<file path="config.mk">
export PLATFORM = sky130hd
export DESIGN_NAME = uart
export DESIGN_NICKNAME = d
export VERILOG_FILES = /design/src/rtl/uart.sv
export SDC_FILE = /design/constraint.sdc
export NUM_CORES = 1
export LEC_CHECK = 0
export BUFFER_PORTS_ARGS = -buffer_cell sky130_fd_sc_hd__buf_2
export CORE_UTILIZATION = 55
export CTS_BUF_LIST = sky130_fd_sc_hd__clkbuf_8
export CTS_CLUSTER_DIAMETER = 60
export DETAILED_ROUTE_END_ITERATION = 10
export HOLD_SLACK_MARGIN = 0.06
export PLACE_DENSITY = 0.81
export SLEW_MARGIN = 40
export SYNTH_ARGS = -nofsm -noshare
export SYNTH_HDL_FRONTEND = slang
export SYNTH_SLANG_ARGS = --single-unit
</file>
<file path="constraint.sdc">
create_clock -name CLK -period 2.7 [get_ports CLK]
set_clock_uncertainty 0.15 [all_clocks]
set_input_delay 0.27 -clock CLK [delete_from_list [all_inputs] [get_ports CLK]]
set_output_delay 0.27 -clock CLK [all_outputs]
set_load 0.01 [all_outputs]
</file>
<file path="src/rtl/uart.sv">
`timescale 1ns/1ps
`default_nettype none
// ============================================================================
//  Module      : uart
//  Description : 8N1 full-duplex UART with a synchronized receiver and a
//                sticky received-byte flag.
//  Revision    : 1.0 - initial release
// ============================================================================
module uart #(
    parameter int CLK_FREQ = 50000000,
    parameter int BAUD     = 9600
) (
    input  logic       CLK,
    input  logic       RST,
    input  logic       RX,
    output logic       TX,
    input  logic       TX_START,
    input  logic [7:0] TX_DATA,
    output logic [7:0] RX_DATA,
    output logic       value_intr,
    input  logic       ACK
);

    localparam int             CPB       = CLK_FREQ / BAUD;
    localparam int             CW        = $clog2(CPB);
    localparam logic [CW-1:0]  BIT_LAST  = CW'(CPB - 1);
    localparam logic [CW-1:0]  HALF_LAST = CW'(CPB / 2 - 1);

    typedef enum logic [1:0] {S_IDLE, S_START, S_DATA, S_STOP} state_t;

    // ------------------------------------------------------------------ RX
    state_t          rx_state_q, rx_state_d;
    logic [CW-1:0]   rx_cnt_q, rx_cnt_d;
    logic [2:0]      rx_idx_q, rx_idx_d;
    logic [7:0]      rx_shift_q, rx_shift_d;
    logic [7:0]      rx_data_q, rx_data_d;
    logic            rx_valid_q, rx_valid_d;
    logic            rx_s1_q, rx_s2_q;
    logic            rx_done;

    always_ff @(posedge CLK or negedge RST) begin
        if (!RST) begin
            // Synchronizer resets to the idle level so release never looks like a start edge
            rx_s1_q    <= 1'b1;
            rx_s2_q    <= 1'b1;
            rx_state_q <= S_IDLE;
            rx_cnt_q   <= '0;
            rx_idx_q   <= '0;
            rx_shift_q <= '0;
            rx_data_q  <= '0;
            rx_valid_q <= 1'b0;
        end else begin
            rx_s1_q    <= RX;
            rx_s2_q    <= rx_s1_q;
            rx_state_q <= rx_state_d;
            rx_cnt_q   <= rx_cnt_d;
            rx_idx_q   <= rx_idx_d;
            rx_shift_q <= rx_shift_d;
            rx_data_q  <= rx_data_d;
            rx_valid_q <= rx_valid_d;
        end
    end

    always_comb begin
        rx_state_d = rx_state_q;
        rx_cnt_d   = rx_cnt_q;
        rx_idx_d   = rx_idx_q;
        rx_shift_d = rx_shift_q;
        rx_done    = 1'b0;
        case (rx_state_q)
            S_IDLE: begin
                rx_cnt_d = '0;
                rx_idx_d = '0;
                if (!rx_s2_q) rx_state_d = S_START;
            end
            S_START: begin
                if (rx_cnt_q == HALF_LAST) begin
                    rx_cnt_d   = '0;
                    rx_state_d = rx_s2_q ? S_IDLE : S_DATA;
                end else begin
                    rx_cnt_d = rx_cnt_q + 1'b1;
                end
            end
            S_DATA: begin
                if (rx_cnt_q == BIT_LAST) begin
                    rx_cnt_d   = '0;
                    rx_shift_d = {rx_s2_q, rx_shift_q[7:1]};
                    if (rx_idx_q == 3'd7) rx_state_d = S_STOP;
                    else                  rx_idx_d   = rx_idx_q + 3'd1;
                end else begin
                    rx_cnt_d = rx_cnt_q + 1'b1;
                end
            end
            S_STOP: begin
                if (rx_cnt_q == BIT_LAST) begin
                    rx_cnt_d   = '0;
                    rx_state_d = S_IDLE;
                    rx_done    = rx_s2_q;
                end else begin
                    rx_cnt_d = rx_cnt_q + 1'b1;
                end
            end
            default: rx_state_d = S_IDLE;
        endcase
        // A completing byte takes priority over a coincident acknowledge
        rx_data_d  = rx_done ? rx_shift_q : rx_data_q;
        rx_valid_d = rx_done ? 1'b1 : (ACK ? 1'b0 : rx_valid_q);
    end

    assign RX_DATA    = rx_data_q;
    assign value_intr = rx_valid_q;

    // ------------------------------------------------------------------ TX
    state_t          tx_state_q, tx_state_d;
    logic [CW-1:0]   tx_cnt_q, tx_cnt_d;
    logic [2:0]      tx_idx_q, tx_idx_d;
    logic [7:0]      tx_shift_q, tx_shift_d;
    logic            tx_q, tx_d;

    always_ff @(posedge CLK or negedge RST) begin
        if (!RST) begin
            tx_state_q <= S_IDLE;
            tx_cnt_q   <= '0;
            tx_idx_q   <= '0;
            tx_shift_q <= '0;
            tx_q       <= 1'b1;
        end else begin
            tx_state_q <= tx_state_d;
            tx_cnt_q   <= tx_cnt_d;
            tx_idx_q   <= tx_idx_d;
            tx_shift_q <= tx_shift_d;
            tx_q       <= tx_d;
        end
    end

    always_comb begin
        tx_state_d = tx_state_q;
        tx_cnt_d   = tx_cnt_q;
        tx_idx_d   = tx_idx_q;
        tx_shift_d = tx_shift_q;
        tx_d       = tx_q;
        case (tx_state_q)
            S_IDLE: begin
                tx_cnt_d = '0;
                tx_idx_d = '0;
                tx_d     = 1'b1;
                if (TX_START) begin
                    tx_shift_d = TX_DATA;
                    tx_d       = 1'b0;
                    tx_state_d = S_START;
                end
            end
            S_START: begin
                if (tx_cnt_q == BIT_LAST) begin
                    tx_cnt_d   = '0;
                    tx_d       = tx_shift_q[0];
                    tx_shift_d = {1'b0, tx_shift_q[7:1]};
                    tx_state_d = S_DATA;
                end else begin
                    tx_cnt_d = tx_cnt_q + 1'b1;
                end
            end
            S_DATA: begin
                if (tx_cnt_q == BIT_LAST) begin
                    tx_cnt_d = '0;
                    if (tx_idx_q == 3'd7) begin
                        tx_d       = 1'b1;
                        tx_state_d = S_STOP;
                    end else begin
                        tx_idx_d   = tx_idx_q + 3'd1;
                        tx_d       = tx_shift_q[0];
                        tx_shift_d = {1'b0, tx_shift_q[7:1]};
                    end
                end else begin
                    tx_cnt_d = tx_cnt_q + 1'b1;
                end
            end
            S_STOP: begin
                if (tx_cnt_q == BIT_LAST) begin
                    tx_cnt_d   = '0;
                    tx_state_d = S_IDLE;
                end else begin
                    tx_cnt_d = tx_cnt_q + 1'b1;
                end
            end
            default: tx_state_d = S_IDLE;
        endcase
    end

    assign TX = tx_q;

endmodule
`default_nettype wire

</file>
==> impl_metrics.py, run 1 <==
metrics = {
    "outcome": {
        "status": "finished, final reports clean",
    },
    "detailed_routing": {
        "drtPass1Iterations": 4,
        "wl_per_cell_um": 13.88,
        "ant_nets": 0,
        "via_per_inst": 5.517,
        "drt_iter0_drc": 114,
        "route.vias.total": 2124,
        "drc_errors": 0,
        "routed_wl_um": 5344,
    },
    "sta": {
        "setup_tns_ns": 0,
        "finalCriticalPeriod_ns": 2.466,
        "fin_ws_ns": 0.2343,
        "worst_slew_pin_slew_ns": 0.5539,
        "max_slew_margin_pct": 62.76,
        "setup_viol": 0,
        "fmax_ghz": 0.4056,
        "finalHoldViolCount": 0,
        "finalMaxSlewViolations": 0,
        "period_share_pct": 91.32,
        "rsz0062_at_grt": "no",
    },
    "yosys": {
        "synthSimpleGateAreaFrac_pct": 18.56,
        "synthCells": 279,
        "ys_top_cells_by_area": "dfrtp_1 (48%), mux2_2 (8.8%), ha_1 (4.7%)",
        "synth.yosys.seq_area_share_pct": 50.33,
        "yosysUniqueCellTypes": 47,
        "synth_fa_ha_area_share_pct": 4.708,
        "syn_nets": 304,
        "ys_async_sr_fraction_pct": 100.0,
        "yosysWarnings": 0,
        "ys_ff_latch": 64,
        "synth_compound_area_share_pct": 4.080,
        "synth_area_per_cell_um2": 11.43,
        "synth_xor_area_share_pct": 5.767,
        "yosysTopAreaCell": "dfrtp_1",
        "netlist_area_um2": 3189,
        "synth_top_family_by_area": "simple AND/OR/NAND/NOR gates",
        "synth_edf_count": 0,
        "synthMuxAreaShare_pct": 13.53,
        "synth_top_cell_area_share_pct": 47.86,
        "synthFlopType": "dfrtp_1",
    },
    "finish": {
        "instances_no_fill": 385,
        "nets": 333,
        "synthToLayoutAreaGrowth_pct": 12.67,
        "layout-drive-gt1-share_pct": 26.84,
        "n_antenna_cell": 0,
        "fill_cells": 433,
    },
    "die": {
        "die_w_um": 78.15,
        "die-area_um2": 6107,
        "num_rows": 27,
        "start_util_pct": 57.57,
        "ioPinCount": 23,
        "die_height_um": 78.15,
        "core-area_um2": 5540,
    },
    "global_routing": {
        "grt_pass1_wl_um": 9418,
        "grt_overflow": 0,
        "antenna_found_initial": 0,
        "grt_pass1_vias": 2122,
        "met3_usage_pct": 5.465,
        "use_met2_pct": 32.81,
        "grtUsageMet1_pct": 24.83,
        "track_usage_pct": 20.20,
        "grt.busiest_layer": "met2",
        "grt_max_degree": 65,
    },
    "flow_run": {
        "cap_viol_max_count": 0,
    },
    "critical_path": {
        "crit_required_ns": 2.78,
        "slowest_delay_ns": 0.45,
        "worst-path-buf-inv": 0,
        "critPathMaxFanout": 8,
        "startpoint_type": "flop",
        "critPathCaptureType": "flop",
        "crit_chain": "ha_1 > or3b_4 > nor4_4 > and2_1 > mux2_2",
        "slowest_stage": "or3b_4",
        "crit_arrival_ns": 2.54,
        "crit_family": "simple AND/OR/NAND/NOR gates",
        "path_class": "flop to flop",
    },
    "place": {
        "dp.cells": 366,
        "dp_slack_ns": 0.2414,
        "port-buffer-count": 22,
        "dp_hpwl_um": 3614,
        "gp_congestion": 0.7742,
    },
    "power": {
        "ir_drop_v": 0.0004312,
        "p_leak_nw": 1.689,
        "p_per_area_nw_per_um2": 532.2,
    },
    "clock_tree": {
        "clk_path_buf_depth": 2,
        "cts_resized": 0,
        "cts.clk_slew.worst_paths_ns": 0.07,
        "cts_tree": "built",
        "cts_buffers": 9,
        "root_buffer": "clkbuf_8",
        "cts_sinks": 64,
        "htreeDepth": 3,
        "insertion_delay_ns": 0.34,
    },
    "worst_hold_path": {
        "hp-class": "input port to flop",
    },
}
==> cell type report <==
cell class	instances	area, um^2	share of cell area (%)
sequential	64	1605	44.67
multi-input combinational	197	1488	41.40
timing repair buffer	26	151.4	4.213
clock buffer	10	137.6	3.830
tap	72	90.09	2.507
clock inverter	6	83.83	2.333
inverter	10	37.54	1.045
==> per-layer routing <==
metal | routed length, um | vias up | share of wire (%)
met5 | 0 | - | 0
met4 | 109 | 0 | 2.0
met3 | 201 | 12 | 3.8
met2 | 2636 | 43 | 49
met1 | 2396 | 1035 | 45
li1 | - | 1034 | -
==> layout by cell type, fill, tap and decap left out, types with 3 or more instances in the layout <==
cell,n
o21ai_0,6
a21oi_1,5
dfrtp_1,61
mux2_2,25
xnor2_1,15
nor2_1,31
nor3_1,7
nor4_1,3
ha_1,12
nand4_1,4
or3_1,3
nand3_1,11
dfstp_2,3
a31oi_1,4
nand3b_1,3
buf_2,22
clkbuf_8,10
mux2i_1,3
dlygate4sd3_1,3
mux2_4,8
nand2_1,22
nor2b_1,3
xor2_1,6
inv_1,11
==> power breakdown <==
group	leakage, nW	internal, W	switching, W
combinational	0.730	0.0000112	0.0000206
sequential	0.849	0.000961	0.00000108
clock	0.110	0.000540	0.000378
total	1.69	0.00151	0.000400
==> synth_stat cells, types with 2 or more instances <==
master / n
nand4_1: 4
clkbuf_1: 4
dfrtp_1: 61
mux2_2: 25
or3b_2: 2
nor2_1: 31
xor2_1: 6
o22a_1: 2
o21ai_0: 6
inv_1: 10
nand3_1: 11
nand2b_1: 2
xnor2_1: 15
nor3_1: 7
or3_1: 3
dfstp_2: 3
nor4_2: 2
nand3b_1: 3
a31oi_1: 4
or4b_1: 2
mux2i_1: 3
nor2b_1: 3
ha_1: 12
nand2_1: 22
a21oi_1: 5
nor4_1: 3
mux2_4: 8
==> final timing paths <==
kind	startpoint	to	slack, ns	depth (start not counted)
max in group asynchronous	RST	rx_s2_q	1.61	3
min reg2reg	rx_s1_q	rx_s2_q	0.21	0
max reg2reg	rx_cnt_q[0]	rx_shift_q[3]	0.23	5
min in group asynchronous	RST	rx_cnt_q[5]	0.38	3
max	rx_cnt_q[0]	rx_shift_q[3]	0.23	5
min	TX_DATA[4]	tx_shift_q[4]	0.13	3
==> flip-flops by register name (all words and copies together), names as in the netlist, named ones only <==
register / flops
tx_idx_q: 3
rx_s2_q: 1
RX_DATA: 8
TX: 1
tx_cnt_q: 13
tx_state_q: 2
rx_state_q: 1
value_intr: 1
rx_s1_q: 1
rx_idx_q: 3
rx_cnt_q: 13
rx_shift_q: 8
tx_shift_q: 8
==> what timing repair did <==
| action | CTS | global route |
|---|---|---|
| endpoints found under the hold margin | 63 | 0 |
| hold buffers | 3 | 0 |
| setup buffers | 0 | 0 |
==> worst min-delay path, cell delays in order <==
cell    delay [ns]
buf_2         0.07
mux2_2        0.12
mux2_2        0.13
==> cell families after synthesis <==
family | Yosys count
buffers and inverters | 18
flip-flops | 64
multiplexers | 36
XOR/XNOR | 21
AND/OR/NAND/NOR | 107
adder cells (fa/ha/maj) | 12
AO/OA/AOI/OAI | 21
==> per-stage QoR <==
stage	util [%]	cell area (um^2)	hold slack (ns)	power, W
2_1_floorplan	-	3189	-0.1756	0.0009816
3_3_place_gp	60.25	3338	0.1955	0.001010
3_5_place_dp	60.25	3338	0.1975	0.001010
4_1_cts	64.79	3590	0.1217	0.001930
5_1_grt	64.86	3593	0.1408	0.001975
6_report	64.86	3593	0.1309	0.001912
Note: power is estimated with default switching activity, not from simulation.
==> run 2: changes to the inputs <==
PLACE_DENSITY = 0.76   (was 0.81)
REMOVE_ABC_BUFFERS = 1   (was unset)
==> impl_metrics.py, run 2 (synthesis gave the netlist of run 1 again) <==
metrics = {
    "finish": {
        "synthToLayoutAreaGrowth_pct": 12.24,
        "post-route-util_pct": 64.61,
        "nets": 333,
        "reg.largest.list": "rx_cnt_q x13, tx_cnt_q x13",
        "final_cell_area_um2": 3580,
        "fill_cells": 452,
        "n_antenna_cell": 0,
        "final_cell_mix": "dfrtp_1 (61), nor2_1 (31), mux2_2 (25), nand2_1 (22), buf_2 (22)",
        "layout-drive-gt1-share_pct": 26.52,
        "regArea_um2": 1605,
        "multiInputGateArea_um2": 1488,
        "final_common_cell": "dfrtp_1",
    },
    "clock_tree": {
        "hold_buffers": 3,
        "insertion_delay_ns": 0.35,
        "htreeDepth": 3,
        "cts_resized": 0,
        "cts_buffers": 9,
        "cts_sinks": 64,
        "cts_tree": "built",
        "clk_path_buf_depth": 2,
        "cts.clk_slew.worst_paths_ns": 0.07,
        "post_cts_buffers": 0,
        "root_buffer": "clkbuf_8",
    },
    "die": {
        "die_w_um": 78.15,
        "start_util_pct": 57.57,
        "ioPinCount": 23,
        "core-area_um2": 5540,
        "die_height_um": 78.15,
        "num_rows": 27,
        "die-area_um2": 6107,
    },
    "detailed_routing": {
        "drtPass1Iterations": 6,
        "ant_nets": 0,
        "wl_per_cell_um": 13.79,
        "drc_errors": 0,
        "routed_wl_um": 5310,
        "via_per_inst": 5.468,
        "drt_iter0_drc": 111,
        "route.vias.total": 2105,
    },
    "place": {
        "gp_congestion": 0.7754,
        "dp_slack_ns": 0.2608,
        "port-buffer-count": 22,
        "dp_hpwl_um": 3610,
        "placed_area_um2": 3351,
    },
    "power": {
        "ir_drop_v": 0.0003424,
        "p_per_area_nw_per_um2": 508.2,
        "p_leak_nw": 1.695,
    },
    "global_routing": {
        "grt_overflow": 0,
        "grt_max_degree": 34,
        "antenna_found_initial": 0,
        "grt_pass1_vias": 2149,
        "track_usage_pct": 20.42,
        "grt_pass1_wl_um": 9508,
    },
    "worst_hold_path": {
        "hp-class": "input port to flop",
    },
    "sta": {
        "fin_ws_ns": 0.2616,
        "finalCriticalPeriod_ns": 2.438,
        "setup_viol": 0,
        "worst_slew_pin_slew_ns": 0.7212,
        "finalHoldViolCount": 0,
        "period_share_pct": 90.31,
        "rsz0062_at_grt": "no",
        "setup_tns_ns": 0,
        "fmax_ghz": 0.4101,
        "finalMaxSlewViolations": 0,
        "max_slew_margin_pct": 51.92,
    },
    "flow_run": {
        "cap_viol_max_count": 0,
    },
    "critical_path": {
        "path_class": "flop to flop",
        "crit_required_ns": 2.78,
        "startpoint_type": "flop",
        "critPathMaxFanout": 8,
        "crit_arrival_ns": 2.52,
        "critPathCaptureType": "flop",
    },
    "outcome": {
        "status": "finished, final reports clean",
    },
}
run 2: cell count changes in the layout (fill, tap and decap cells not counted), sizes merged:
cell,previous run,this run
clkinvlp,2,0
clkbuf,10,11
clkinv,1,2
inv,11,12
bufinv,2,1
run 2: path summary, 6_finish.rpt:
path	startpoint	endpoint	slack (ns)	cells past startpoint
min in group asynchronous	RST	RX_DATA[4]	0.36	2
setup reg to reg	rx_cnt_q[0]	rx_shift_q[1]	0.26	5
hold / removal	TX_DATA[7]	tx_shift_q[7]	0.13	3
max in group asynchronous	RST	TX	1.35	3
setup / recovery	rx_cnt_q[0]	rx_shift_q[1]	0.26	5
hold reg to reg	rx_s1_q	rx_s2_q	0.20	0
run 2: critical path, cell delays in order, from the launching register on:
cell	delay (ns)
dfrtp_1	0.37
ha_1	0.24
or3b_4	0.44
nor4_4	0.34
and2_1	0.40
mux2_2	0.38
run 2: layout make-up:
class | count | share of cell area [%]
clock inverter | 5 | 1.328
inverter | 10 | 1.049
tap | 72 | 2.517
clock buffer | 11 | 4.229
sequential | 64 | 44.84
timing repair buffer | 26 | 4.474
multi-input combinational | 197 | 41.56
run 2: stage by stage:
stage	hold WS [ns]	total power, W	cells
2_1_floorplan	-0.1756	0.0009816	271
3_3_place_gp	0.1978	0.001012	366
3_5_place_dp	0.1968	0.001013	366
4_1_cts	0.1251	0.001839	385
5_1_grt	0.1389	0.001882	385
6_report	0.1253	0.001819	385
run 2: per-layer routing:
metal | wire (um) | GRT usage, % | vias up | part of all wire [%]
li1 | - | - | 1035 | -
met1 | 2527 | 24.94 | 1019 | 48
met2 | 2475 | 33.16 | 38 | 47
met3 | 183 | 5.233 | 13 | 3.4
met4 | 124 | 10.93 | 0 | 2.3
met5 | 0 | 0 | - | 0
run 2: power by group:
group / switching [W] / leakage (nW) / total, W / internal [W]
clock: 0.000356 / 0.112 / 0.000823 / 0.000467
combinational: 0.0000210 / 0.734 / 0.0000336 / 0.0000126
sequential: 0.000000917 / 0.849 / 0.000962 / 0.000962
total: 0.000378 / 1.69 / 0.00182 / 0.00144
==> run 3: changes to the inputs <==
CAP_MARGIN = 10   (was unset)
CORE_UTILIZATION = 40   (was 55)
PLACE_DENSITY = 0.59   (was 0.76)
TNS_END_PERCENT = 30   (was unset)
==> impl_metrics.py, run 3 (synthesis gave the netlist of run 1 again) <==
metrics = {
    "place": {
        "gp_congestion": 0.7478,
        "dp_slack_ns": 0.2516,
        "dp_hpwl_um": 3701,
        "port-buffer-count": 22,
        "placed_area_um2": 3396,
    },
    "sta": {
        "setup_tns_ns": 0,
        "max_slew_margin_pct": 63.83,
        "finalCriticalPeriod_ns": 2.450,
        "fin_hold_ws_ns": 0.1357,
        "period_share_pct": 90.74,
        "rsz0062_at_grt": "no",
        "setup_viol": 0,
        "fmax_ghz": 0.4082,
        "finalHoldViolCount": 0,
        "worst_slew_pin_slew_ns": 0.5380,
        "fin_ws_ns": 0.2501,
        "finalMaxSlewViolations": 0,
    },
    "critical_path": {
        "path_class": "flop to flop",
        "crit_chain": "ha_1 > or3b_4 > nor4_4 > and2_1 > mux2_2",
        "crit_arrival_ns": 2.53,
        "crit_required_ns": 2.78,
        "startpoint_type": "flop",
        "critPathMaxFanout": 8,
        "critPathCaptureType": "flop",
        "rr_startpoint": "rx_cnt_q[0]",
        "slowest_delay_ns": 0.44,
        "slowest_stage": "or3b_4",
        "critPathLaunch": "rx_cnt_q[0]",
    },
    "finish": {
        "final_cell_area_um2": 3694,
        "synthToLayoutAreaGrowth_pct": 15.81,
        "n_antenna_cell": 0,
        "final_common_cell": "dfrtp_1",
        "reg.largest.list": "rx_cnt_q x13, tx_cnt_q x13",
        "fill_cells": 721,
        "final_cell_mix": "dfrtp_1 (61), nor2_1 (31), mux2_2 (25), nand2_1 (22), buf_2 (22)",
        "nets": 334,
        "layout-drive-gt1-share_pct": 27.39,
    },
    "die": {
        "start_util_pct": 41.27,
        "ioPinCount": 23,
        "die_w_um": 91.30,
        "die_height_um": 91.30,
        "die-area_um2": 8335,
        "core-area_um2": 7727,
        "num_rows": 32,
    },
    "detailed_routing": {
        "ant_nets": 0,
        "drtPass1Iterations": 5,
        "drc_errors": 0,
        "via_per_inst": 5.010,
        "route.vias.total": 2084,
        "routed_wl_um": 5402,
        "drt_iter0_drc": 107,
        "wl_per_cell_um": 12.99,
    },
    "clock_tree": {
        "cts.clk_slew.worst_paths_ns": 0.07,
        "cts_buffers": 9,
        "cts_resized": 0,
        "insertion_delay_ns": 0.34,
        "clk_path_buf_depth": 2,
        "htreeDepth": 3,
        "cts_tree": "built",
        "root_buffer": "clkbuf_8",
        "cts_sinks": 64,
        "post_cts_buffers": 0,
    },
    "worst_hold_path": {
        "hp-class": "input port to flop",
        "holdCritStartpoint": "TX_DATA[6]",
    },
    "flow_run": {
        "cap_viol_max_count": 0,
    },
    "global_routing": {
        "grt_overflow": 0,
        "grt_pass1_vias": 2092,
        "antenna_found_initial": 0,
        "grt_pass1_wl_um": 9756,
        "grt_max_degree": 34,
        "track_usage_pct": 14.84,
    },
    "power": {
        "ir_drop_v": 0.0003578,
        "p_leak_nw": 1.713,
        "p_per_area_nw_per_um2": 566.1,
    },
    "outcome": {
        "status": "finished, final reports clean",
    },
}
[run 3: final timing paths]
check                      depth (start not counted)  slack, ns             to
min in group asynchronous                          2       0.28    rx_cnt_q[7]
max                                                5       0.25  rx_shift_q[2]
max in group asynchronous                          3       1.52        rx_s2_q
min reg2reg                                        0       0.21        rx_s2_q
max reg2reg                                        5       0.25  rx_shift_q[2]
min                                                3       0.14  tx_shift_q[6]
[run 3: through the flow]
step	total power, W	util, %	std cells
6_report	0.002091	47.80	416
2_1_floorplan	0.0009816	-	271
3_3_place_gp	0.001014	43.94	397
4_1_cts	0.002119	47.80	416
5_1_grt	0.002170	47.80	416
3_5_place_dp	0.001015	43.94	397
[run 3: timing repair]
action	4_1_cts	5_1_grt
setup endpoints to repair	0	0
endpoints found under the hold margin	20	0
hold buffers	3	0
[run 3: critical path: cells and delay by family, from the launching register on]
family | cells | cell delay [ns]
simple gates | 3 | 1.19
mux | 1 | 0.38
fa+ha+maj | 1 | 0.25
flops | 1 | 0.38
[run 3: final cells by class]
class / instances / area, um^2 / area share (%)
Clock buffer: 9 / 123.9 / 3.354
Clock inverter: 7 / 143.9 / 3.896
Inverter: 10 / 37.54 / 1.016
Multi-Input combinational cell: 197 / 1488 / 40.28
Sequential cell: 64 / 1605 / 43.46
Tap cell: 102 / 127.6 / 3.455
Timing Repair Buffer: 27 / 167.7 / 4.539
[run 3: routing by layer]
| metal | GRT usage, % | part of all wire [%] | up-vias |
|---|---|---|---|
| li1 | - | - | 1037 |
| met1 | 19.87 | 49 | 1009 |
| met2 | 22.66 | 46 | 30 |
| met3 | 4.606 | 3.1 | 8 |
| met4 | 5.291 | 1.9 | 0 |
| met5 | 0 | 0 | - |
[run 3: where the power goes]
group / internal (W) / switching (W) / leakage, nW
Sequential: 0.000961 / 0.000000970 / 0.849
Clock: 0.000708 / 0.000386 / 0.126
Combinational: 0.0000136 / 0.0000217 / 0.739
